$ cat src/rtl/des_key_sched.sv
// -----------------------------------------------------------------------------
// des_key_sched
//   Sequential DES key-schedule generator feeding a PC-2 stage. A 64-bit key is
//   latched on start and passed through PC-1 to form C0/D0. The two 28-bit
//   halves are then rotated round by round, and C_i/D_i are presented for
//   rounds 1..16 over a valid/ready handshake. Encrypt order uses left
//   rotations. Decrypt order uses right rotations, so the downstream datapath
//   never has to store key material.
//
// Parameters:
//   PC1_BYPASS  0: apply PC-1.
//               1: key_in[1:56] is loaded directly as {C0,D0}.
//
// Optional build macro:
//   DES_KS_PARITY_CHK_EN  adds the advisory parity_err output. It is set at an
//                         accepted start when any key byte has even parity.
//
// Ports:
//   clk        rising-edge clock
//   rst_n      asynchronous active-low reset
//   start      load key_in/decrypt and begin a sequence (only when busy=0)
//   key_in     [1:64] DES key, bit 1 = MSB
//   decrypt    0: encrypt round order, 1: decrypt round order
//   rnd_ready  consumer accepts the current round
//   busy       sequence in progress
//   rnd_valid  c_out/d_out hold a round value
//   rnd_idx    round number minus 1
//   c_out      [1:28] C half (PC-2 li_28)
//   d_out      [1:28] D half (PC-2 ri_28)
//   done       one-cycle pulse after round 16 is accepted
//   parity_err (DES_KS_PARITY_CHK_EN only) key parity violation flag
// -----------------------------------------------------------------------------
module des_key_sched #(
  parameter int unsigned PC1_BYPASS = 0
) (
  input  logic        clk,
  input  logic        rst_n,
  input  logic        start,
  input  logic [1:64] key_in,
  input  logic        decrypt,
  input  logic        rnd_ready,
  output logic        busy,
  output logic        rnd_valid,
  output logic [3:0]  rnd_idx,
  output logic [1:28] c_out,
  output logic [1:28] d_out,
  output logic        done
`ifdef DES_KS_PARITY_CHK_EN
  ,
  output logic        parity_err
`endif
);

  typedef enum logic [1:0] {IDLE, LOAD, ROUND, FIN} state_t;

  state_t      state;
  logic [1:28] c0_q;
  logic [1:28] d0_q;
  logic        dec_q;

  logic [1:28] pc1_c;
  logic [1:28] pc1_d;
  logic [3:0]  nxt_idx;
  logic        one_step;

  // Rotate a 28-bit half by one or two places. Bit 1 is the MSB, so a left
  // rotate moves bit 1 around to position 28.
  function automatic logic [1:28] rot28(input logic [1:28] x,
                                        input logic        by_two,
                                        input logic        right);
    logic [1:28] y;
    if (!right)
      y = by_two ? {x[3:28], x[1:2]} : {x[2:28], x[1]};
    else
      y = by_two ? {x[27:28], x[1:26]} : {x[28], x[1:27]};
    return y;
  endfunction

  // PC-1 selection, or a straight load of the first 56 key bits when bypassed.
  always_comb begin
    pc1_c = '0;
    pc1_d = '0;
    if (PC1_BYPASS != 0) begin
      pc1_c = key_in[1:28];
      pc1_d = key_in[29:56];
    end else begin
      pc1_c = {key_in[57], key_in[49], key_in[41], key_in[33], key_in[25], key_in[17], key_in[9],
               key_in[1],  key_in[58], key_in[50], key_in[42], key_in[34], key_in[26], key_in[18],
               key_in[10], key_in[2],  key_in[59], key_in[51], key_in[43], key_in[35], key_in[27],
               key_in[19], key_in[11], key_in[3],  key_in[60], key_in[52], key_in[44], key_in[36]};
      pc1_d = {key_in[63], key_in[55], key_in[47], key_in[39], key_in[31], key_in[23], key_in[15],
               key_in[7],  key_in[62], key_in[54], key_in[46], key_in[38], key_in[30], key_in[22],
               key_in[14], key_in[6],  key_in[61], key_in[53], key_in[45], key_in[37], key_in[29],
               key_in[21], key_in[13], key_in[5],  key_in[28], key_in[20], key_in[12], key_in[4]};
    end
  end

  // From round 2 onward, the encrypt left-shift and decrypt right-shift
  // amounts coincide: one place when moving into rounds 2, 9 and 16, two
  // places otherwise. Round 1 is handled separately in LOAD.
  assign nxt_idx  = rnd_idx + 4'd1;
  assign one_step = (nxt_idx == 4'd1) || (nxt_idx == 4'd8) || (nxt_idx == 4'd15);

`ifdef DES_KS_PARITY_CHK_EN
  logic key_par_bad;

  // DES keys carry odd parity per byte; any even-parity byte flags the key.
  always_comb begin
    key_par_bad = 1'b0;
    for (int b = 0; b < 8; b++) begin
      if (^key_in[8*b+1 +: 8] == 1'b0)
        key_par_bad = 1'b1;
    end
  end
`else
  logic unused_parity_bits;
  assign unused_parity_bits = ^{key_in[8], key_in[16], key_in[24], key_in[32],
                                key_in[40], key_in[48], key_in[56], key_in[64]};
`endif

  // Sequence control. All outputs are registered. done is a default-low pulse
  // raised only on the accept of round 16.
  always_ff @(posedge clk or negedge rst_n) begin
    if (!rst_n) begin
      state     <= IDLE;
      c0_q      <= '0;
      d0_q      <= '0;
      dec_q     <= 1'b0;
      busy      <= 1'b0;
      rnd_valid <= 1'b0;
      rnd_idx   <= 4'd0;
      c_out     <= '0;
      d_out     <= '0;
      done      <= 1'b0;
`ifdef DES_KS_PARITY_CHK_EN
      parity_err <= 1'b0;
`endif
    end else begin
      done <= 1'b0;
      case (state)
        IDLE: begin
          if (start) begin
            c0_q  <= pc1_c;
            d0_q  <= pc1_d;
            dec_q <= decrypt;
            busy  <= 1'b1;
`ifdef DES_KS_PARITY_CHK_EN
            parity_err <= key_par_bad;
`endif
            state <= LOAD;
          end
        end
        LOAD: begin
          // Decrypt starts from K16, whose halves C16/D16 equal C0/D0.
          c_out     <= dec_q ? c0_q : rot28(c0_q, 1'b0, 1'b0);
          d_out     <= dec_q ? d0_q : rot28(d0_q, 1'b0, 1'b0);
          rnd_idx   <= 4'd0;
          rnd_valid <= 1'b1;
          state     <= ROUND;
        end
        ROUND: begin
          if (rnd_ready) begin
            if (rnd_idx == 4'd15) begin
              rnd_valid <= 1'b0;
              done      <= 1'b1;
              state     <= FIN;
            end else begin
              c_out   <= rot28(c_out, !one_step, dec_q);
              d_out   <= rot28(d_out, !one_step, dec_q);
              rnd_idx <= nxt_idx;
            end
          end
        end
        FIN: begin
          busy  <= 1'b0;
          state <= IDLE;
        end
        default: state <= IDLE;
      endcase
    end
  end

endmodule
$ cat config.mk
export PLATFORM = sky130hd
export DESIGN_NAME = des_key_sched
export DESIGN_NICKNAME = d
export VERILOG_FILES = /design/src/rtl/des_key_sched.sv
export SDC_FILE = /design/constraint.sdc
export NUM_CORES = 1
export LEC_CHECK = 0
export ABC_AREA = 1
export CAP_MARGIN = 20
export CORE_UTILIZATION = 35
export DETAILED_ROUTE_END_ITERATION = 8
export PLACE_DENSITY = 0.66
export SLEW_MARGIN = 15
export SYNTH_ARGS = -nofsm -noshare
export SYNTH_HDL_FRONTEND = slang
export SYNTH_SLANG_ARGS = --single-unit
$ cat constraint.sdc
create_clock -name clk -period 2.1 [get_ports clk]
set_clock_uncertainty 0.2 [all_clocks]
set_input_delay 0.42 -clock clk [delete_from_list [all_inputs] [get_ports clk]]
set_output_delay 0.42 -clock clk [all_outputs]
set_load 0.005 [all_outputs]
==> results.md, run 1 <==
* Crit end category: flip-flop
* Fin nets at approximately 1200
* Outcome: complete, no violations
* FILL cells at slightly below 2000
* Min Tclk post-route at about 2.1 ns
* Endpoints failing hold at 0
* Most numerous cell on the critical path: nand2_2
* Drt total wl at 23190 um
* CTS tree: yes
* Crit path kind: flip-flop to flip-flop
* RSZ-0062 raised after global routing: true
* Diodes inserted at 0
* Post-DP HPWL at ~14000 um
* Cell Chain, Critical Path: ha_2, inv_1, nand2_2, nand2_2, nand3_4, nand2_8, clkbuf_16, nand2_2, nand3_2, nand3_2, a21oi_1
* Cell variety after synth at 21
* Via-to-Cell Ratio at ~5.3
* Startpoint types: flip-flop
* CP peak stage delay at approximately 0.43 ns
* Hold WS at just under 0.3 ns
* Clk Latency, worst-skew pair at 0.42 ns
* Initial core utilization at 0.3567
* Area growth from synthesis to layout at 37.37%
* Worst reg2reg startpoint: rnd_idx[1]
* Power per Cell Area at about 1900 nW/um^2
* EDFF count, synth at 0
* Share of cells above drive strength 1 at 0.1336
* Drt pass-1 iters at 7
* Crit path max fanout at 7
* Slew @ Worst Pin at around 0.4 ns
* Post-Syn Instances at between 1000 and 1500
* Util after Layout at 0.4900
* IO Pins at ~130
* TNS Setup at 0 ns
* Die X at 145.6 um
* Drt drc at 0
* Max cap viols at 0
* Largest net degree at the start of global routing at 71
* Port-buffer cells at between 100 and 150
* Clk buf depth at 2
* Max VDD drop at 0.7692 mV
* Buf/Inv on CP at 2
* Die footprint at around 21000 sq um
* P_leak at roughly 0.0046 uW
* GR Util All Layers at 0.2050
* Grt ovf at 0
* Avg WL per Cell at approximately 16 um
* Area after DPL at roughly 8800 sq um
* Post-route clock period utilization at 0.9932
* Vias in the first global route at roughly 7000
* Htree depth at 4
* Clock Pin Slew Worst Setup and Hold Paths at roughly 0.06 ns
* Die H at about 150 um
* Slew margin rel. at 0.7250
* Post-route ant nets at 0
* Post-synthesis async set-or-reset flop share at 1.000
* CP top delay family: simple AND/OR/NAND/NOR gates
* Clk sinks at 122
* Gpl congestion at 0.8803
* First-pass GRT wire length at around 35000 um
* Crit path from: rnd_idx[1]
* Ys Warns at 0
* Worst hold start: d0_q[11]
* Setup violators final at 0
* Initial DRC Count at slightly above 800
* Syn_area_per_cell at just under 7 sq um
* Post-Syn Nets at ~1100
* # rows at between 50 and 60
* Post-route cell area at about 10000 sq um
* Core footprint at ~20000 sq um
* Hold WC Path Type: flip-flop to flip-flop
* #FFs+latches synth at around 120
* Num CTS Buffers at 17
* Top_reg_cell synth: dfrtp_1
* Crit path arrival time at approximately 2.2 ns
* Required @ worst endpoint at 2.24 ns
* Root Driver: clkbuf_16
* Slew Limit Fails at 0
* Register area share after synthesis at 0.4230
* Initial antenna violation count at 0
* CP max-delay cell: dfrtp_1
* Fmax at approximately 480 MHz
* Via count at 7521
* Post-Syn Area at slightly above 7000 sq um
[layout make-up]
| cell class | instances | area (sq um) | area share |
|---|---|---|---|
| multi-input combinational | 733 | 3780 | 0.3812 |
| clock inverter | 4 | 20.02 | 0.002019 |
| clock buffer | 24 | 481.7 | 0.04858 |
| timing repair buffer | 162 | 1837 | 0.1852 |
| sequential | 122 | 3054 | 0.3080 |
| tap | 270 | 337.8 | 0.03407 |
| inverter | 108 | 405.4 | 0.04088 |
[routing by layer]
metal	routed length, um	share of wire	vias up	track usage
li1	-	-	3660	-
met5	0	0	-	0
met4	860	0.037	0	0.08105
met3	1779	0.077	55	0.04389
met1	10500	0.45	3435	0.3079
met2	10050	0.43	371	0.2837
[report_power, final]
| group | internal (uW) | switching [uW] |
|---|---|---|
| combinational | 4840 | 6820 |
| sequential | 3500 | 1010 |
| clock | 1560 | 1020 |
[worst min-delay path, cell delays in order, from the launching register on]
cell and delay, ns:
dfrtp_1 0.35, nand2_1 0.06, nand2_1 0.05
[registers in the layout, indices dropped and copies added, names as in the netlist]
signal     flops
d0_q          28
dec_q          1
d_out         28
state          2
c_out         28
done           1
rnd_valid      1
rnd_idx        4
c0_q          28
busy           1
[path summary, 6_finish.rpt]
check	endpoint	slack [ns]	depth (start not counted)
setup / recovery	c_out[18]	0.01	11
hold reg to reg	d0_q[11]	0.30	2
hold / removal	d0_q[11]	0.30	2
setup reg to reg	c_out[18]	0.01	11
max in group asynchronous	dec_q	1.04	3
min in group asynchronous	c_out[11]	0.34	3
[cell usage after synthesis, types with 2 or more instances]
cell,count,area (sq um)
dfrtp_1,122,3053
nand2_1,218,818.3
o21ai_0,101,505.5
buf_1,11,41.29
buf_2,12,60.06
inv_1,105,394.1
nor2_1,58,217.7
a21oi_1,113,565.5
buf_6,5,56.30
o22ai_1,2,12.51
ha_1,7,87.58
clkbuf_1,44,165.2
buf_4,6,45.04
nand3_1,229,1146
clkinv_1,2,7.510
[logic make-up after synthesis]
| group | Yosys count | share of synthesized area |
|---|---|---|
| buffers and inverters | 186 | 0.1071 |
| adders and majority gates | 7 | 0.01213 |
| DFF | 122 | 0.4230 |
| and+or+nand+nor | 508 | 0.3054 |
| AOI/OAI and AO/OA | 218 | 0.1524 |
[repair_timing]
action / CTS / global route
gates resized for setup: 0 / 97
setup buffers: 0 / 4
endpoints found under the hold margin: 122 / 0
pin swaps: 0 / 19
endpoints found under the setup margin: 2 / 57
gates cloned: 0 / 8
hold buffers: 1 / 0
[cells in the final DEF, fill, tap and decap left out, types with 5 or more instances in the layout]
| cell type | n |
|---|---|
| a21oi_1 | 89 |
| a21oi_2 | 24 |
| buf_12 | 16 |
| buf_4 | 14 |
| clkbuf_16 | 22 |
| clkdlybuf4s50_1 | 121 |
| dfrtp_1 | 121 |
| ha_1 | 5 |
| inv_1 | 104 |
| nand2_1 | 195 |
| nand2_2 | 19 |
| nand3_1 | 194 |
| nand3_2 | 35 |
| nor2_1 | 58 |
| o21ai_0 | 101 |
[stage by stage]
| stage | setup slack, ns | cells | total power [uW] |
|---|---|---|---|
| global placement | 0.06808 | 1382 | 14150 |
| finish | 0.01430 | 1423 | 18760 |
| CTS | -0.009991 | 1411 | 16970 |
| global route | -0.06934 | 1423 | 20180 |
| detailed placement | 0.01108 | 1382 | 14330 |
| floorplan | 0.2095 | 1041 | 10870 |
No activity file was read; power rests on OpenSTA's default activity.
==> run 2, diff against run 1 <==
--- a/config.mk
+++ b/config.mk
@@ -5,9 +5,8 @@
 export SDC_FILE = /design/constraint.sdc
 export NUM_CORES = 1
 export LEC_CHECK = 0
-export ABC_AREA = 1
-export CAP_MARGIN = 20
 export CORE_UTILIZATION = 35
+export CTS_CLUSTER_DIAMETER = 200
 export DETAILED_ROUTE_END_ITERATION = 8
 export PLACE_DENSITY = 0.66
 export SLEW_MARGIN = 15
==> run 2 against run 1 <==
Compared with the run above:
- the run now ends with setup timing left
- clock power rose by 19%
- die area increased by 8.1%
- synthesized cell count fell by 22%
- largest cell class unchanged
==> results.md, run 2 <==
* Outcome: finished, violations left (was complete, no violations)
* Failing checks: setup timing
* Max VDD drop at 0.8722 mV (was 0.7692 mV)
* Vias in the first global route at 7912 (was 6822)
* Commonest non-fill, non-tap cell in the layout: clkdlybuf4s50_1 (was nand2_1)
* Internal power at 13130 uW (was 9906 uW)
* Post-Syn Nets at 885 (was 1117)
* Clk buf depth at 2 (unchanged)
* Core footprint at 21820 sq um (was 20230 sq um)
* Endpoints failing hold at 0 (unchanged)
* Required @ worst endpoint at 2.18 ns (was 2.24 ns)
* Via-to-Cell Ratio at 6.215 (was 5.285)
* Via count at 8204 (was 7521)
* Cell variety after synth at 64 (was 21)
* Post-DP HPWL at 19620 um (was 14440 um)
* Clock power frac at 0.128 (was 0.137)
* Sw Ratio at 0.4513 (was 0.4718)
* Port-buffer cells at 123 (unchanged)
* Final WS setup at -0.4463 ns (was 0.01430 ns)
* Clock Pin Slew Worst Setup and Hold Paths at 0.06 ns (about the same)
* Mux cell area share after synthesis at 0.1538 (was 0)
* Simple-gate share of the synthesized area at 0.1831 (was 0.3054)
* Setup violators final at 56 (was 0)
* Power per Cell Area at 1980 nW/um^2 (was 1891 nW/um^2)
* Share of cells above drive strength 1 at 0.3933 (was 0.1336)
* First-pass GRT wire length at 44500 um (was 35080 um)
* Slew margin rel. at 0.6895 (was 0.7250)
* Max cap viols at 0 (unchanged)
* R2R setup slack at -0.45 ns (was 0.01 ns)
* Post-Syn Instances at 809 (was 1041)
* Post-Syn Area at 7810 sq um (was 7218 sq um)
* Avg WL per Cell at 23.01 um (was 16.30 um)
* Largest area contributor in the netlist: dfrtp_1 (unchanged)
* Die X at 151.4 um (was 145.6 um)
* Hold WS at 0.2194 ns (was 0.2952 ns)
* Reg power frac at 0.228 (was 0.241)
* Drt total wl at 30380 um (was 23190 um)
* Fmax at 392.7 MHz (was 479.5 MHz)
* Clk Latency, worst-skew pair at 0.43 ns (was 0.42 ns)
* IO Pins at 132 (unchanged)
* Count leader, synth: dfrtp_1 (was nand3_1)
* Crit end category: flip-flop (unchanged)
* P_leak at 0.004709 uW (was 0.004620 uW)
* Sw power at 10800 uW (was 8849 uW)
* Fin nets at 1103 (was 1220)
* Setup WS pre-CTS at -0.4759 ns (was 0.01108 ns)
* Area growth from synthesis to layout at 54.74% (was 37.37%)
* Slew @ Worst Pin at 0.4540 ns (was 0.4082 ns)
* GR Util All Layers at 0.2558 (was 0.2050)
* Syn_area_per_cell at 9.654 sq um (was 6.934 sq um)
* RSZ-0062 raised after global routing: true (unchanged)
* Crit path max fanout at 14 (was 7)
* Synth Area in Adders at 0.01121 (was 0.01213)
* Htree depth at 4 (unchanged)
* Register area share after synthesis at 0.3909 (was 0.4230)
* Clk sinks at 122 (unchanged)
* Synth area leaders: dfrtp_1 (39%), mux2_2 (9.2%), mux2i_1 (6.2%), a211oi_1 (3.7%), o21ai_0 (3.0%) (was dfrtp_1 (42%), nand3_1 (16%), nand2_1 (11%), a21oi_1 (7.8%), o21ai_0 (7.0%))
* Post-route clock period utilization at 1.213 (was 0.9932)
* Die footprint at 22920 sq um (was 21200 sq um)
* EDFF count, synth at 0 (unchanged)
* Initial antenna violation count at 0 (unchanged)
* Post-synthesis async set-or-reset flop share at 1.000 (unchanged)
* Largest family of logic cells by synthesized area: compound AO/OA/AOI/OAI gates (was simple AND/OR/NAND/NOR gates)
* Diodes inserted at 0 (unchanged)
* Num CTS Buffers at 17 (unchanged)
* XOR/XNOR share of the synthesized area at 0 (unchanged)
* R2R depth at 7 (was 11)
* Ys Warns at 0 (unchanged)
* Hold WC Path Type: primary input to async pin (was flip-flop to flip-flop)
* Post-route ant nets at 0 (unchanged)
* List of most frequent post-synthesis cells: dfrtp_1 (122), mux2_2 (64), mux2i_1 (48) (was nand3_1 (229), nand2_1 (218), dfrtp_1 (122))
* Largest net degree at the start of global routing at 55 (was 71)
* Synth top area share at 0.3909 (was 0.4230)
* Initial core utilization at 0.3579 (was 0.3567)
* Die H at 151.4 um (was 145.6 um)
* # rows at 54 (was 52)
* CTS tree: yes (unchanged)
* Util after Layout at 0.5538 (was 0.4900)
* Crit path kind: flip-flop to flip-flop (unchanged)
* Initial DRC Count at 903 (was 814)
* Startpoint types: flip-flop (unchanged)
* Drt pass-1 iters at 5 (was 7)
* Drt drc at 0 (unchanged)
* Commonest cells after routing, fill and taps aside: clkdlybuf4s50_1 (119), buf_4 (107), dfrtp_1 (86) (was nand2_1 (195), nand3_1 (194), dfrtp_1 (121), clkdlybuf4s50_1 (121), inv_1 (104))
* Grt ovf at 0 (unchanged)
* Combinational power share at 0.644 (was 0.622)
* Top_reg_cell synth: dfrtp_1 (unchanged)
* Crit path arrival time at 2.62 ns (was 2.23 ns)
* #FFs+latches synth at 122 (unchanged)
* Min Tclk post-route at 2.546 ns (was 2.086 ns)
* Gpl congestion at 0.9015 (was 0.8803)
* Root Driver: clkbuf_16 (unchanged)
* Synth Area in Compound Gates at 0.2057 (was 0.1524)
* Slew Limit Fails at 0 (unchanged)
==> run 2: cell count changes after synthesis, moves of 38 or more <==
cell,change
mux2_2,+64
inv_1,-89
o21ai_0,-54
mux2i_1,+48
a21oi_1,-79
a211oi_1,+38
nand3_1,-195
nand2_1,-181
==> run 2: power by group through the flow <==
stage	registers [uW]	clock network (uW)	logic (uW)
after global placement	5230	0	12000
after CTS	5270	3080	12700
after floorplan	4620	0	7450
after global routing	5600	3210	16300
final	5450	3060	15400
after detailed placement	5240	0	12200
==> run 2: cell families after synthesis <==
group	count (synthesis)
AO/OA/AOI/OAI	216
adder cells (fa/ha/maj)	7
flip-flops	122
AND/OR/NAND/NOR	261
buffers and inverters	91
multiplexers	112
==> run 2: final cells by class <==
| type | count | area (sq um) |
|---|---|---|
| inverters | 18 | 67.56 |
| clock buffers | 20 | 456.7 |
| well taps | 280 | 350.3 |
| repair buffers | 272 | 2801 |
| flip-flops and latches | 122 | 3100 |
| multi-input cells | 596 | 5161 |
| fillers | 1837 | 9738 |
| clock inverters | 12 | 147.6 |
==> run 2: path summary, 6_finish.rpt <==
| kind | startpoint | endpoint |
|---|---|---|
| max in group asynchronous | rst_n | dec_q |
| hold reg to reg | rnd_valid | rnd_valid |
| setup / recovery | rnd_idx[1] | c_out[27] |
| min in group clk | rnd_valid | rnd_valid |
| hold / removal | rst_n | d_out[6] |
| setup reg to reg | rnd_idx[1] | c_out[27] |
==> run 2: metal layers <==
metal | track usage | vias to the layer above | part of all wire
li1 | - | 3560 | -
met1 | 0.3435 | 4059 | 0.40
met2 | 0.3975 | 490 | 0.47
met3 | 0.05392 | 95 | 0.092
met4 | 0.1050 | 0 | 0.036
met5 | 0 | - | 0
==> run 2: per-stage QoR <==
stage | setup TNS, ns | area [sq um] | total power (uW) | std cells
2_1_floorplan | -10.34 | 8046 | 12060 | 809
3_3_place_gp | -19.37 | 10360 | 17240 | 1262
3_5_place_dp | -20.32 | 10360 | 17420 | 1262
4_1_cts | -14.50 | 11230 | 21060 | 1299
5_1_grt | -21.61 | 12090 | 25100 | 1320
6_report | -17.21 | 12090 | 23930 | 1320
==> run 2: critical path: stages (launching register included) <==
cell       delay (ns)
dfrtp_2          0.42
ha_2             0.23
a21bo_2          0.21
or3_4            0.44
buf_8            0.20
a21oi_2          0.20
a2111oi_1        0.09
a2111oi_1        0.39
==> run 2: timing repair <==
item,4_1_cts,5_1_grt
hold endpoints to repair,17,0
hold buffers,1,0
pin swaps,4,15
resized for setup,55,105
gates cloned,1,10
endpoints found under the setup margin,69,75
setup buffers,3,11
==> run 3, diff against run 2 <==
--- a/config.mk
+++ b/config.mk
@@ -5,11 +5,11 @@
 export SDC_FILE = /design/constraint.sdc
 export NUM_CORES = 1
 export LEC_CHECK = 0
+export CORE_ASPECT_RATIO = 1.4
 export CORE_UTILIZATION = 35
 export CTS_CLUSTER_DIAMETER = 200
 export DETAILED_ROUTE_END_ITERATION = 8
 export PLACE_DENSITY = 0.66
-export SLEW_MARGIN = 15
 export SYNTH_ARGS = -nofsm -noshare
 export SYNTH_HDL_FRONTEND = slang
 export SYNTH_SLANG_ARGS = --single-unit
==> run 3 against run 2 <==
Compared with the run above:
- power increased by 7.3%
- critical path depth grew 2
- wire length increased by 3.1%
- the flow still finishes with violations (setup timing)
==> results.md, run 3 (synthesis gave the netlist of run 2 again) <==
* Outcome: finished, violations left (unchanged)
* Failing checks: setup timing (unchanged)
* Slew Limit Fails at 0 (unchanged)
* P_leak at 0.004874 uW (was 0.004709 uW)
* Share of cells above drive strength 1 at 0.4588 (was 0.3933)
* Max VDD drop at 0.8046 mV (was 0.8722 mV)
* Util after Layout at 0.5801 (was 0.5538)
* Port-buffer cells at 123 (unchanged)
* Hold WC Path Type: primary input to async pin (unchanged)
* Commonest cells after routing, fill and taps aside: clkdlybuf4s50_1 (119), buf_4 (111), dfrtp_1 (82) (was clkdlybuf4s50_1 (119), buf_4 (107), dfrtp_1 (86))
* IO Pins at 132 (unchanged)
* Final WS setup at -0.4419 ns (was -0.4463 ns)
* Fin nets at 1120 (was 1103)
* Clk sinks at 122 (unchanged)
* Via-to-Cell Ratio at 6.184 (was 6.215)
* Num CTS Buffers at 17 (unchanged)
* Crit path max fanout at 25 (was 14)
* Root Driver: clkbuf_16 (unchanged)
* Max cap viols at 0 (unchanged)
* Clock power frac at 0.130 (was 0.128)
* Gpl congestion at 0.8850 (was 0.9015)
* Crit end category: flip-flop (unchanged)
* Startpoint types: flip-flop (unchanged)
* Internal power at 14090 uW (was 13130 uW)
* CTS tree: yes (unchanged)
* Initial core utilization at 0.3573 (was 0.3579)
* Sw power at 11590 uW (was 10800 uW)
* Die H at 178.7 um (was 151.4 um)
* Combinational power share at 0.653 (was 0.644)
* Power per Cell Area at 2025 nW/um^2 (was 1980 nW/um^2)
* Htree depth at 4 (unchanged)
* Drt total wl at 31320 um (was 30380 um)
* Crit path kind: flip-flop to flip-flop (unchanged)
* Diodes inserted at 0 (unchanged)
* RSZ-0062 raised after global routing: true (unchanged)
* Avg WL per Cell at 23.13 um (was 23.01 um)
* Crit path arrival time at 2.67 ns (was 2.62 ns)
* Initial DRC Count at 771 (was 903)
* Core footprint at 21860 sq um (was 21820 sq um)
* Area after DPL at 10320 sq um (was 10360 sq um)
* Die footprint at 22920 sq um (about the same)
* Post-route ant nets at 0 (unchanged)
* GR Util All Layers at 0.2491 (was 0.2558)
* Endpoints failing hold at 0 (unchanged)
* Vias in the first global route at 7973 (was 7912)
* Post-route cell area at 12680 sq um (was 12090 sq um)
* Clk Latency, worst-skew pair at 0.44 ns (was 0.43 ns)
* Post-DP HPWL at 19110 um (was 19620 um)
* Via count at 8373 (was 8204)
* Die X at 128.3 um (was 151.4 um)
* Slew margin rel. at 0.4969 (was 0.6895)
* Drt pass-1 iters at 5 (unchanged)
* Setup WS pre-CTS at -0.5015 ns (was -0.4759 ns)
* Grt ovf at 0 (unchanged)
* Clock Pin Slew Worst Setup and Hold Paths at 0.06 ns (about the same)
* First-pass GRT wire length at 43780 um (was 44500 um)
* Clk buf depth at 2 (unchanged)
* Largest net degree at the start of global routing at 42 (was 55)
* Drt drc at 0 (unchanged)
* Min Tclk post-route at 2.542 ns (was 2.546 ns)
* Sw Ratio at 0.4514 (was 0.4513)
* Initial antenna violation count at 0 (unchanged)
* Post-route clock period utilization at 1.210 (was 1.213)
* TNS Setup at -18.83 ns (was -17.21 ns)
* Reg power frac at 0.217 (was 0.228)
* Required @ worst endpoint at 2.22 ns (was 2.18 ns)
* Fmax at 393.4 MHz (was 392.7 MHz)
* Total power at 25680 uW (was 23930 uW)
* Setup violators final at 60 (was 56)
* Area growth from synthesis to layout at 62.37% (was 54.74%)
* Commonest non-fill, non-tap cell in the layout: clkdlybuf4s50_1 (unchanged)
* Slew @ Worst Pin at 0.7519 ns (was 0.4540 ns)
* # rows at 64 (was 54)
run 3: per-stage QoR:
stage               std cells  hold slack, ns
detailed placement       1276          0.2168
finish                   1354          0.2927
global placement         1276          0.2211
floorplan                 809        -0.07559
CTS                      1320          0.3024
global route             1354          0.3423
run 3: power by group through the flow:
stage / logic [uW] / registers (uW) / clock network [uW]
after CTS: 12900 / 5280 / 3350
final: 16800 / 5570 / 3330
after global routing: 17600 / 5680 / 3440
after global placement: 11900 / 5260 / 0
after floorplan: 7450 / 4620 / 0
after detailed placement: 12000 / 5250 / 0
run 3: critical path, cell delays in order (launching register included):
cell	delay [ns]
dfrtp_2	0.43
inv_2	0.07
ha_4	0.16
nor4b_4	0.13
buf_4	0.13
a221o_4	0.43
buf_12	0.20
and3_4	0.18
a2111o_1	0.34
o221a_2	0.13
run 3: cell type report:
cell class                      count  area, sq um
Sequential cell                   122         3105
Multi-Input combinational cell    596         5525
Inverter                           18        67.56
Clock buffer                       18        439.2
Timing Repair Buffer              289         2953
Tap cell                          297        371.6
Fill cell                        1748         9180
Clock inverter                     14        219.0
run 3: routing by layer:
layer / global-route usage / wire, um / up-vias
met5: 0 / 0 / -
met2: 0.4248 / 15860 / 507
met1: 0.2985 / 11640 / 4152
li1: - / - / 3590
met3: 0.05133 / 2386 / 124
met4: 0.1176 / 1424 / 0
run 3: path summary, 6_finish.rpt:
check	cells past startpoint	start	endpoint	slack [ns]
max	9	rnd_idx[1]	d_out[9]	-0.44
min	2	rst_n	c0_q[25]	0.29
max reg2reg	9	rnd_idx[1]	d_out[9]	-0.44
min reg2reg	2	rnd_valid	rnd_valid	0.31
max in group asynchronous	3	rst_n	d_out[12]	0.77
min in group clk	2	rnd_valid	rnd_valid	0.31
run 3: timing repair:
| item | in CTS | in global routing |
|---|---|---|
| endpoints found under the setup margin | 74 | 79 |
| buffers inserted | 10 | 25 |
| hold buffers | 1 | 0 |
| hold endpoints to repair | 29 | 0 |
| gates resized for setup | 65 | 200 |
| pin swaps | 10 | 51 |
| gates cloned | 1 | 11 |
